$ cat src/rtl/spi_pkg.sv
// Shared SPI definitions: frame width, counter width and arbiter state encoding.
// Latency: n/a (declarations only).
// Backpressure: n/a.
package spi_pkg;

  localparam int DATA_LENGTH = 8;
  localparam int CNT_W       = 4;

  typedef enum logic [1:0] {
    IDLE   = 2'd0,
    START  = 2'd1,
    ACTIVE = 2'd2
  } arb_state_t;

  // Saturating decrement used by the inter-frame gap counter.
  function automatic logic [CNT_W-1:0] cnt_dec(input logic [CNT_W-1:0] c);
    return (c == '0) ? c : c - 1'b1;
  endfunction

endpackage

$ cat src/rtl/spi_tx_arbiter_if.sv
// Bundle of requester-side and engine-side signals around the SPI TX arbiter.
// Latency: n/a (wiring only).
// Backpressure: requesters hold REQ/DATA_IN until ACK; the engine reports progress through SS_N.
interface spi_tx_arbiter_if #(
  parameter int N_REQ = 4,
  parameter int DL    = spi_pkg::DATA_LENGTH
);
  localparam int IW = (N_REQ > 1) ? $clog2(N_REQ) : 1;

  logic [N_REQ-1:0]    REQ;
  logic [N_REQ*DL-1:0] DATA_IN;
  logic [N_REQ-1:0]    ACK;
  logic                ERR;
  logic                BUSY;
  logic [IW-1:0]       GRANT_ID;
  logic                GO;
  logic [DL-1:0]       TX_DATA;
  logic                SS_N;

  // Arbiter side.
  modport master (
    input  REQ, DATA_IN, SS_N,
    output ACK, ERR, BUSY, GRANT_ID, GO, TX_DATA
  );

  // Requester / engine side.
  modport slave (
    output REQ, DATA_IN, SS_N,
    input  ACK, ERR, BUSY, GRANT_ID, GO, TX_DATA
  );
endinterface

$ cat src/rtl/spi_rr_pick.sv
// Combinational round-robin picker: first set REQ bit at or after PTR, wrapping.
// Latency: 0 cycles (pure combinational).
// Backpressure: none; VALID is simply |REQ.
module spi_rr_pick #(
  parameter  int N_REQ = 4,
  localparam int IW    = (N_REQ > 1) ? $clog2(N_REQ) : 1
) (
  input  logic [N_REQ-1:0] REQ,
  input  logic [IW-1:0]    PTR,
  output logic             VALID,
  output logic [IW-1:0]    WINNER
);

  logic [IW-1:0] sel;

  // Scan from the pointer outward; the first hit is kept.
  always_comb begin
    VALID  = 1'b0;
    WINNER = '0;
    sel    = '0;
    for (int i = 0; i < N_REQ; i++) begin
      sel = IW'((int'(PTR) + i) % N_REQ);
      if (!VALID && REQ[sel]) begin
        VALID  = 1'b1;
        WINNER = sel;
      end
    end
  end

endmodule

$ cat src/rtl/spi_tx_arbiter.sv
// Round-robin sharing of one SPI TX engine: grant, one-cycle GO, track SS_N, ACK, enforce gap.
// Latency: GO one cycle after grant decision; ACK the cycle after SS_N is seen high again.
// Backpressure: no grant while gap counter runs or SS_N is low; requesters hold REQ until ACK.
module spi_tx_arbiter
  import spi_pkg::*;
#(
  parameter int N_REQ         = 4,
  parameter int GAP_CYCLES    = 2,
  parameter int START_TIMEOUT = 4
) (
  input logic               CLK,
  input logic               RST,
  spi_tx_arbiter_if.master  bus
);

  localparam int IW = (N_REQ > 1) ? $clog2(N_REQ) : 1;
  localparam logic [CNT_W-1:0] GAP_INIT = CNT_W'(GAP_CYCLES);
  localparam logic [CNT_W-1:0] TMO_MAX  = CNT_W'(START_TIMEOUT);
  localparam logic [IW-1:0]    LAST_ID  = IW'(N_REQ - 1);

  arb_state_t             state_q, state_d;
  logic [IW-1:0]          ptr_q, ptr_d;
  logic [CNT_W-1:0]       gap_q, gap_d;
  logic [CNT_W-1:0]       tmo_q, tmo_d;
  logic                   go_q, go_d;
  logic [N_REQ-1:0]       ack_q, ack_d;
  logic                   err_q, err_d;
  logic                   busy_q, busy_d;
  logic [IW-1:0]          gid_q, gid_d;
  logic [DATA_LENGTH-1:0] tx_q, tx_d;

  logic                   pick_vld;
  logic [IW-1:0]          pick_idx;
  logic [IW-1:0]          ptr_after;

  spi_rr_pick #(.N_REQ(N_REQ)) u_pick (
    .REQ    (bus.REQ),
    .PTR    (ptr_q),
    .VALID  (pick_vld),
    .WINNER (pick_idx)
  );

  // Pointer moves just past the requester that was served so others go first.
  assign ptr_after = (gid_q == LAST_ID) ? '0 : gid_q + 1'b1;

  // Next-state and next-output logic; every output is registered below.
  always_comb begin
    state_d = state_q;
    ptr_d   = ptr_q;
    gap_d   = gap_q;
    tmo_d   = tmo_q;
    go_d    = 1'b0;
    ack_d   = '0;
    err_d   = 1'b0;
    gid_d   = gid_q;
    tx_d    = tx_q;
    case (state_q)
      IDLE: begin
        if (gap_q != '0) begin
          gap_d = cnt_dec(gap_q);
        end else if (pick_vld && bus.SS_N) begin
          tx_d    = bus.DATA_IN[int'(pick_idx)*DATA_LENGTH +: DATA_LENGTH];
          gid_d   = pick_idx;
          go_d    = 1'b1;
          tmo_d   = '0;
          state_d = START;
        end
      end
      START: begin
        if (!bus.SS_N) begin
          state_d = ACTIVE;
        end else if (tmo_q == TMO_MAX) begin
          err_d        = 1'b1;
          ack_d[gid_q] = 1'b1;
          ptr_d        = ptr_after;
          gap_d        = GAP_INIT;
          state_d      = IDLE;
        end else begin
          tmo_d = tmo_q + 1'b1;
        end
      end
      ACTIVE: begin
        if (bus.SS_N) begin
          ack_d[gid_q] = 1'b1;
          ptr_d        = ptr_after;
          gap_d        = GAP_INIT;
          state_d      = IDLE;
        end
      end
      default: state_d = IDLE;
    endcase
    busy_d = (state_d != IDLE);
  end

  // State and output registers; reset drops everything back to IDLE at once.
  always_ff @(posedge CLK or posedge RST) begin
    if (RST) begin
      state_q <= IDLE;
      ptr_q   <= '0;
      gap_q   <= '0;
      tmo_q   <= '0;
      go_q    <= 1'b0;
      ack_q   <= '0;
      err_q   <= 1'b0;
      busy_q  <= 1'b0;
      gid_q   <= '0;
      tx_q    <= '0;
    end else begin
      state_q <= state_d;
      ptr_q   <= ptr_d;
      gap_q   <= gap_d;
      tmo_q   <= tmo_d;
      go_q    <= go_d;
      ack_q   <= ack_d;
      err_q   <= err_d;
      busy_q  <= busy_d;
      gid_q   <= gid_d;
      tx_q    <= tx_d;
    end
  end

  assign bus.GO       = go_q;
  assign bus.ACK      = ack_q;
  assign bus.ERR      = err_q;
  assign bus.BUSY     = busy_q;
  assign bus.GRANT_ID = gid_q;
  assign bus.TX_DATA  = tx_q;

endmodule
$ cat src/flat_wrapper.sv
// flat-port wrapper written by rule: the top's interface ports become plain ports
module spi_tx_arbiter_flat import spi_pkg::*;
#(
  parameter int N_REQ         = 4,
  parameter int GAP_CYCLES    = 2,
  parameter int START_TIMEOUT = 4
)
  (CLK, RST, bus_REQ, bus_DATA_IN, bus_SS_N, bus_ACK, bus_ERR, bus_BUSY, bus_GRANT_ID, bus_GO, bus_TX_DATA);
  spi_tx_arbiter_if #(.N_REQ(N_REQ)) bus_i ();
  input logic CLK;
  input logic RST;
  input wire logic [$bits(bus_i.REQ)-1:0] bus_REQ;
  input wire logic [$bits(bus_i.DATA_IN)-1:0] bus_DATA_IN;
  input wire logic [$bits(bus_i.SS_N)-1:0] bus_SS_N;
  output wire logic [$bits(bus_i.ACK)-1:0] bus_ACK;
  output wire logic [$bits(bus_i.ERR)-1:0] bus_ERR;
  output wire logic [$bits(bus_i.BUSY)-1:0] bus_BUSY;
  output wire logic [$bits(bus_i.GRANT_ID)-1:0] bus_GRANT_ID;
  output wire logic [$bits(bus_i.GO)-1:0] bus_GO;
  output wire logic [$bits(bus_i.TX_DATA)-1:0] bus_TX_DATA;
  assign bus_i.REQ = bus_REQ;
  assign bus_i.DATA_IN = bus_DATA_IN;
  assign bus_i.SS_N = bus_SS_N;
  assign bus_ACK = bus_i.ACK;
  assign bus_ERR = bus_i.ERR;
  assign bus_BUSY = bus_i.BUSY;
  assign bus_GRANT_ID = bus_i.GRANT_ID;
  assign bus_GO = bus_i.GO;
  assign bus_TX_DATA = bus_i.TX_DATA;
  spi_tx_arbiter #(.N_REQ(N_REQ), .GAP_CYCLES(GAP_CYCLES), .START_TIMEOUT(START_TIMEOUT)) u_core (.CLK(CLK), .RST(RST), .bus(bus_i));
endmodule
$ cat config.mk
export PLATFORM = sky130hd
export DESIGN_NAME = spi_tx_arbiter_flat
export DESIGN_NICKNAME = d
export VERILOG_FILES = /design/src/rtl/spi_pkg.sv /design/src/rtl/spi_tx_arbiter_if.sv /design/src/rtl/spi_rr_pick.sv /design/src/rtl/spi_tx_arbiter.sv /design/src/flat_wrapper.sv
export SDC_FILE = /design/constraint.sdc
export NUM_CORES = 1
export LEC_CHECK = 0
export ABC_AREA = 0
export CORE_MARGIN = 1.5
export CORE_UTILIZATION = 41
export DETAILED_ROUTE_END_ITERATION = 6
export GPL_TIMING_DRIVEN = 0
export PLACE_DENSITY_LB_ADDON = 0.15
export SYNTH_ARGS = -nofsm -noshare
export SYNTH_HDL_FRONTEND = slang
export SYNTH_SLANG_ARGS = --single-unit
$ cat constraint.sdc
create_clock -name CLK -period 1.8 [get_ports CLK]
set_input_delay 0.36 -clock CLK [delete_from_list [all_inputs] [get_ports CLK]]
set_output_delay 0.36 -clock CLK [all_outputs]
set_load 0.01 [all_outputs]
==> metrics <==
final WL=approximately 4300 um; Initial DRT Pass Iterations=4; Setup crit start kind=flop; vias in the first global route=between 1,500 and 2,000; area fraction in compound gates after synthesis=0.173; Post-Synthesis Cell Area=about 1700 um^2; Diodes inserted=0; Post-Synth Simple-Gate Area=0.152; clk root buf=clkbuf_8; Placed Cells=275; initial antenna violation count=0; count leader, synth=dfrtp_1; Final Cell Area=2630 um^2; PwrDens=roughly 1300 nW/um^2; GR Overflow Total=0; critical setup path kind=reg -> reg; EDFF count, synth=0; Critical Path RT=just over 2 ns; final max-slew violation count=0; fmax=0.578 GHz; sequential-to-total area share from yosys stat=0.430; CTS Buf Count=5; clk slew on worst S/H paths=~0.06 ns; Port Buffer Count=55; layout cells sized above 1=0.198; wire per inst=approximately 14 um; Clk pwr share=0.179; via count=1,560; largest family of logic cells by synthesized area=compound AO/OA/AOI/OAI gates; RSZ-0062 raised after global routing=true; CTS tree=done; fin nets=~300; CP top delay family=compound AO/OA/AOI/OAI gates; adder-cell area share of the yosys netlist=0.0889; clk_lat worst skew=~0.28 ns; syn nets=221; Crit-path slowest cell=dfrtp_1; peak supply drop=roughly 0.83 mV; core area=between 3000 and 4000 um^2; largest cells by area after synthesis=dfrtp_1, mux2i_1, ha_1; Hold WC Path Type=reg -> reg; multiplexer share of the synthesized area=0.0948; vias per cell=5.23; die width=between 60 and 70 um; skew final=about 0.0029 ns; CP peak stage delay=roughly 0.4 ns; gr usage total=0.201; Yosys Warn Count=0; post-synth top area share=0.430; H-tree depth=2; arrival time worst endpoint=between 1.5 and 2 ns; critical path endpoint category=flop; P_leak=between 0.001 and 0.0015 uW; Final Cycle Share=0.961; post-synth cell types=37; Most common cell on crit path=inv_2; CTS Buffer Depth=2; Critical path buffers and inverters=2; Layout Cells excl Fill=roughly 300; Final Hold Vio Count=0; Routability Congestion=approximately 0.86; Initial Utilization=0.425; Detailed Route Iter0 Violations=50; most frequent cells after synthesis=dfrtp_1, inv_1, nand2_1, mux2i_1, ha_1; dominant cell type by area after synthesis=dfrtp_1; row cnt=23; area grow syn2layout=55.8%; min Tclk post-route=between 1.5 and 2 ns; drt drc=0; die height=between 60 and 70 um; Post-synth ARST share=1.00; combinational share of power=0.515; Synth Area in XOR/XNOR=0; Most used DFF post-synth=dfrtp_1; largest net degree at the start of global routing=30; sequential share of power=0.306; Net Sw Frac=0.366; first-pass GRT wire length=approximately 6800 um; switching pwr=1230 uW; worst-path maximum fanout=4; Fillers=between 300 and 400; Slew headroom=0.275; antenna viol nets, final=0; max-cap violations=0; crit path cell chain=inv_2 > ha_4 > inv_2 > o41ai_4 > o21ai_2 > or4_1 > nand3_1; Clock Sinks=29; Mapped Cells=between 150 and 200; flops & latches, synth=29; outcome=complete, no violations; placed cell areas=2300 um^2; die area=approximately 4500 um^2; Post-Syn Area per Cell=between 9 and 10 um^2; Int Pwr=roughly 2100 uW; DP Wirelength=roughly 3000 um; IO Pins=56; R2R setup slack=just over 0.07 ns; final setup vio count=0; Worst Tran Pin Value=approximately 1.1 ns
==> worst paths after layout <==
path	startpoint	to	cells after the start
setup / recovery	u_core.gap_q[0]	u_core.tmo_q[3]	7
hold / removal	u_core.bus.TX_DATA[6]	u_core.bus.TX_DATA[6]	2
setup reg to reg	u_core.gap_q[0]	u_core.tmo_q[3]	7
hold reg to reg	u_core.bus.TX_DATA[6]	u_core.bus.TX_DATA[6]	2
max in group asynchronous	RST	u_core.gap_q[1]	2
min in group asynchronous	RST	u_core.bus.TX_DATA[3]	2
==> cell usage in the layout, fill, tap and decap left out, types with 4 or more instances in the layout <==
master | netlist | layout
clkbuf_8 | 0 | 7
nor3_1 | 5 | 4
inv_2 | 0 | 6
dlygate4sd2_1 | 0 | 5
buf_4 | 3 | 16
o21ai_0 | 11 | 9
nor2_1 | 5 | 5
clkdlybuf4s50_1 | 0 | 50
a21oi_1 | 7 | 7
and2_1 | 4 | 4
nand3_1 | 4 | 4
o221ai_1 | 8 | 6
inv_1 | 19 | 13
mux2i_1 | 16 | 16
nand2_1 | 19 | 18
ha_1 | 12 | 10
dfrtp_1 | 29 | 29
==> area by class of cell <==
cell class,instances,area [um^2],share of cell area
tap,50,62.6,0.0238
clock buffer,7,96.3,0.0366
multi-input combinational,117,958,0.364
sequential,29,726,0.276
buffer,5,38.8,0.0147
inverter,19,71.3,0.0271
timing repair buffer,70,673,0.256
clock inverter,1,5.00,0.00190
==> per-layer routing <==
metal	GRT usage	share of wire	vias up
met4	0.0536	0.0033	0
met3	0.0567	0.049	2
li1	-	-	752
met2	0.361	0.52	42
met1	0.232	0.42	764
met5	0	0	-
==> sequential cells by signal, indices dropped and copies added (netlist names) <==
register	count
u_core.bus.GRANT_ID	2
u_core.bus.BUSY	1
u_core.bus.ERR	1
u_core.ptr_q	2
u_core.state_q	2
u_core.bus.TX_DATA	8
u_core.bus.GO	1
u_core.bus.ACK	4
u_core.gap_q	4
u_core.tmo_q	4
==> cell families (layout without fill, tap and decap cells) <==
logic type | count (synthesis) | count (layout)
adders and majority gates | 12 | 12
muxes | 16 | 16
DFF | 29 | 29
buffers and inverters | 24 | 102
AOI/OAI and AO/OA | 39 | 39
and+or+nand+nor | 50 | 50
==> power by group through the flow <==
stage / clock network (uW) / registers, uW / logic, uW
final: 601 / 1030 / 1720
after global routing: 643 / 1050 / 1890
after CTS: 612 / 1020 / 1580
after detailed placement: 0 / 1030 / 1390
after global placement: 0 / 1010 / 1340
after floorplan: 0 / 1050 / 822
==> through the flow <==
stage          setup slack [ns]  hold slack, ns  power (uW)  utilization  TNS (ns)
2_1_floorplan            0.0390           0.438        1880            -         0
3_3_place_gp             -0.451           0.472        2360        0.580     -5.42
3_5_place_dp             -0.493           0.479        2410        0.580     -5.96
4_1_cts                 0.00213           0.499        3220        0.638         0
5_1_grt                 -0.0255           0.518        3590        0.663   -0.0909
6_report                 0.0711           0.498        3350        0.663         0
==> tightest hold or removal path: cells and delay by family (launching register included) <==
family | cells | cell delay, ns
flip-flops | 1 | 0.34
AND/OR/NAND/NOR | 1 | 0.06
AO/OA/AOI/OAI | 1 | 0.06
==> timing repair <==
| item | CTS | global route |
|---|---|---|
| buffers inserted | 9 | 6 |
| hold buffers | 0 | 0 |
| endpoints found under the setup margin | 14 | 17 |
| resized for setup | 19 | 16 |
| pin swaps | 3 | 6 |
(Power assumes the default switching activity.)
==> RTL edit 1: new RTL, same settings <==
Reset style: synchronous (`RST`), changed in one clocked block.
--- a/src/rtl/spi_tx_arbiter.sv
+++ b/src/rtl/spi_tx_arbiter.sv
@@ -94,5 +94,5 @@
 
   // State and output registers; reset drops everything back to IDLE at once.
-  always_ff @(posedge CLK or posedge RST) begin
+  always_ff @(posedge CLK) begin
     if (RST) begin
       state_q <= IDLE;
Formal check against the unedited RTL: differs if RST is asserted again (counterexample within 4 cycles, from zero or initial values and one cycle with RST high); with RST held inactive, the same outputs for 10 cycles.
==> RTL edit 1 against the original RTL <==
The flow now finishes with violations (negative setup slack); area after synthesis down 2.0%; worst hold slack worse by 0.0026 ns; combinational power down 6%; first-iteration DRC count up 50%; setup slack worse by 0.31 ns; sequential cell count unchanged; routed wire length up 18%; power down 11%; via count up 5.7%; final area up 3.2%.
==> RTL edit 1: results (changes against the original RTL) <==
| Metric | Value |
|---|---|
| Post-place setup slack | -0.8070 ns (was -0.4927 ns) |
| Compound-Gate Fraction of Synth Area | 18.67% (was 17.33%) |
| Worst setup path start | u_core.gap_q[0] (unchanged) |
| Clk power | 0.544 mW (was 0.601 mW) |
| Area after DPL | 0.002262 sq mm (was 0.002302 sq mm) |
| Slowest-stage cell, CP | or3_4 (was dfrtp_1) |
| Final Setup Violations | 20 (was 0) |
| Failing checks | negative setup slack |
| Largest net degree at the start of global routing | 11 (was 30) |
| Mux share of post-synthesis cell area | 11.49% (was 9.481%) |
| Final setup TNS | -2.729 ns (was 0 ns) |
| Setup ws final | -0.2410 ns (was 0.07109 ns) |
| R2R cell count | 6 (was 7) |
| GRT met3 Usage | 6.081% (was 5.667%) |
| Synthesized area per cell | 8.900 sq um (was 9.936 sq um) |
| Met1 usage | 26.81% (was 23.25%) |
| Adder-cell share of the synthesized area | 9.070% (was 8.889%) |
| Via count | 1649 (was 1560) |
| Outcome | complete, but fails checks (was finished, final reports clean) |
| Comb power | 1.62 mW (was 1.72 mW) |
| Critical path's largest stage delay | 0.43 ns (was 0.41 ns) |
| Comb pwr share | 53.9% (was 51.5%) |
| Hold WS | 0.4950 ns (was 0.4976 ns) |
| Setup crit end | u_core.bus.TX_DATA[3] (was u_core.tmo_q[3]) |
| Global-route wire length before repair | 7.279 mm (was 6.775 mm) |
| Placed Cells | 288 (was 275) |
| Vias in the first global route | 1533 (was 1540) |
| Max FO, Critical Path | 7 (was 4) |
| Syn_nets | 237 (was 221) |
-- RTL edit 1: changes by cell type after synthesis, sizes merged, moves of 7 or more --
| cell | change |
|---|---|
| clkbuf | +7 |
| dfrtp | -29 |
| dfxtp | +29 |
| nand2 | -15 |
| nor2 | +9 |
-- RTL edit 1: cells by family after synthesis --
kind of cell / Yosys count
buffers and inverters: 24
muxes: 19
DFF: 29
adders and majority gates: 12
AOI/OAI and AO/OA: 45
and+or+nand+nor: 57
-- RTL edit 1: area by class of cell --
class	count	area, sq um
Fill cell	266	1055
Inverter	14	52.55
Buffer	7	66.31
Sequential cell	29	586.8
Tap cell	48	60.06
Clock buffer	7	86.33
Timing Repair Buffer	70	674.4
Multi-Input combinational cell	133	1190
-- RTL edit 1: repair_timing --
item                                   4_1_cts  5_1_grt
pin swaps                                    9        7
gates cloned                                 1        0
setup endpoints to repair                   21       23
endpoints found under the hold margin        0        0
hold buffers                                 0        0
gates resized for setup                     32       28
buffers inserted                             8        7
==> RTL edit 2: new RTL, same settings <==
Made on the original files. Set the package constant `DATA_LENGTH` to 16 (it was 8).
--- a/src/rtl/spi_pkg.sv
+++ b/src/rtl/spi_pkg.sv
@@ -4,5 +4,5 @@
 package spi_pkg;
 
-  localparam int DATA_LENGTH = 8;
+  localparam int DATA_LENGTH = 16;
   localparam int CNT_W       = 4;
 
Interface: changed (resized bus_DATA_IN and bus_TX_DATA); port bits go from 56 to 96. No check against the original RTL was run, so the function may have changed too.
==> RTL edit 2 against the original RTL <==
Worst hold slack improved by 0.025 ns; non-clock buffer count increased by 57; setup slack worse by 0.069 ns; routed wire length increased by 58%; final area up 50%; sequential cell count up 8; area after synthesis grew 40%; power up 53%; critical path type is now in -> reg; critical endpoint is now u_core.bus.TX_DATA[5]; largest cell class unchanged.
==> RTL edit 2: results (changes against the original RTL) <==
| Metric | Value |
|---|---|
| Max FO, Critical Path | 5 (was 4) |
| Reg2reg setup slack | 0.02 ns (was 0.07 ns) |
| Largest net degree at the start of global routing | 38 (was 30) |
| Sw frac | 39.42% (was 36.61%) |
| PostCTS Resize Cnt | 36 (was 19) |
| Outcome | finished, final reports clean (unchanged) |
| Synthesized instance count | 246 (was 170) |
| Gp weighted congestion | 0.8800 (was 0.8589) |
| Max Buffers Root-to-Sink | 2 (unchanged) |
| Vias in the first global route | 2317 (was 1540) |
| Slowest-stage cell, CP | or4_4 (was dfrtp_1) |
| Leakage | 1.673 nW (was 1.232 nW) |
| Async S/R FF share, synth | 100.0% (unchanged) |
| First DRT Iteration DRCs | 98 (was 50) |
| Top FF cell, synth | dfrtp_1 (unchanged) |
| Count of input and output buffers | 94 (was 55) |
| Hold WS | 0.5221 ns (was 0.4976 ns) |
| Max reg flops | 16 (was 8) |
| Largest cells by area after synthesis | dfrtp_1 (39%), ha_1 (6.3%), a211oi_1 (4.8%) (was dfrtp_1 (43%), mux2i_1 (9.5%), ha_1 (8.9%)) |
| Final Routed Wirelength | 6.812 mm (was 4.301 mm) |
| Reg-to-Reg End | u_core.bus.TX_DATA[2] (was u_core.tmo_q[3]) |
| R2R cell count | 9 (was 7) |
| Area after DPL | 0.003405 sq mm (was 0.002302 sq mm) |
| Global-route wire length before repair | 10.70 mm (was 6.775 mm) |
| Worst slew pin tran | 0.7765 ns (was 1.086 ns) |
| Worst-path clk slew | 0.08 ns (was 0.06 ns) |
| Final #Nets | 457 (was 298) |
| # fillers | 429 (was 316) |
| Root buffer cell | clkbuf_8 (unchanged) |
| Antenna cells | 0 (unchanged) |
| CTS buffer count | 5 (unchanged) |
| Grt ovf | 0 (unchanged) |
| Via count | 2365 (was 1560) |
| Wire per inst | 15.24 um (was 14.43 um) |
| Critical path's largest stage delay | 0.48 ns (was 0.41 ns) |
| Post-place setup slack | -0.7404 ns (was -0.4927 ns) |
| HPWL after DPL | 4.633 mm (was 2.997 mm) |
| Share of layout cells above drive strength 1 | 26.67% (was 19.76%) |
| Yosys cell types | 46 (was 37) |
| GRT Overall Usage | 22.16% (was 20.06%) |
| WP data arrival | 2.00 ns (was 1.95 ns) |
| Sequential power share | 27.6% (was 30.6%) |
| Total setup buffers inserted after CTS | 16 (was 9) |
| Worst Hold Class | in -> async (was reg -> reg) |
| Area of the multi-input gates | 0.001524 sq mm (was 958.4 sq um) |
| Sequential share of the synthesized area | 39.11% (was 42.96%) |
| Post-synth top cells | dfrtp_1 (37), nor2_1 (27), nand2_1 (25) (was dfrtp_1 (29), inv_1 (19), nand2_1 (19)) |
| Int Power | 3.110 mW (was 2.124 mW) |
| Syn_nets | 329 (was 221) |
| Peak supply drop | 0.7263 mV (was 0.8252 mV) |
| Clock Skews | 0.007601 ns (was 0.002948 ns) |
| Placed Cells | 412 (was 275) |
| Hold Vio Cnt, Final | 0 (unchanged) |
| Latest clock arrival within the worst-skew pair | 0.30 ns (was 0.28 ns) |
| Worst r2r src | u_core.gap_q[0] (unchanged) |
| Clk power | 0.656 mW (was 0.601 mW) |
-- RTL edit 2: logic make-up after synthesis --
group,Yosys count,share of synthesized area [%]
DFF,37,39.11
and+or+nand+nor,94,21.19
muxes,10,4.281
buffers and inverters,28,6.501
AOI/OAI and AO/OA,65,22.57
adders and majority gates,12,6.342
-- RTL edit 2: final cells by class --
class | count | share of cell area [%]
plain buffers | 11 | 2.465
flip-flops and latches | 37 | 23.42
multi-input cells | 181 | 38.50
inverters | 17 | 1.738
clock inverters | 1 | 0.1264
well taps | 72 | 2.276
repair buffers | 121 | 29.05
clock buffers | 7 | 2.434
-- RTL edit 2: how the worst max path moves through the flow --
stage               slack [ns]  depth (start not counted)                endpoint            start
finish                   0.002                          8   u_core.bus.TX_DATA[5]       bus_REQ[2]
global route             -0.09                          9  u_core.bus.TX_DATA[13]  u_core.gap_q[0]
CTS                      -0.01                          8   u_core.bus.TX_DATA[5]       bus_REQ[1]
detailed placement       -0.74                          7   u_core.bus.TX_DATA[5]       bus_REQ[0]
global placement         -0.66                          7   u_core.bus.TX_DATA[5]       bus_REQ[0]
floorplan               -0.001                          9  u_core.bus.TX_DATA[11]  u_core.gap_q[0]
-- RTL edit 2: metal layers --
| metal | track usage (%) | wire (um) | vias up |
|---|---|---|---|
| met4 | 9.649 | 178 | 0 |
| met1 | 26.89 | 2920 | 1132 |
| met3 | 6.092 | 389 | 18 |
| li1 | - | - | 1144 |
| met2 | 36.67 | 3323 | 71 |
| met5 | 0 | 0 | - |
-- RTL edit 2: critical path: cells and delay by family --
family,cells,cell delay [ns]
AND/OR/NAND/NOR,2,0.65
buffers and inverters,3,0.59
AO/OA/AOI/OAI,3,0.39
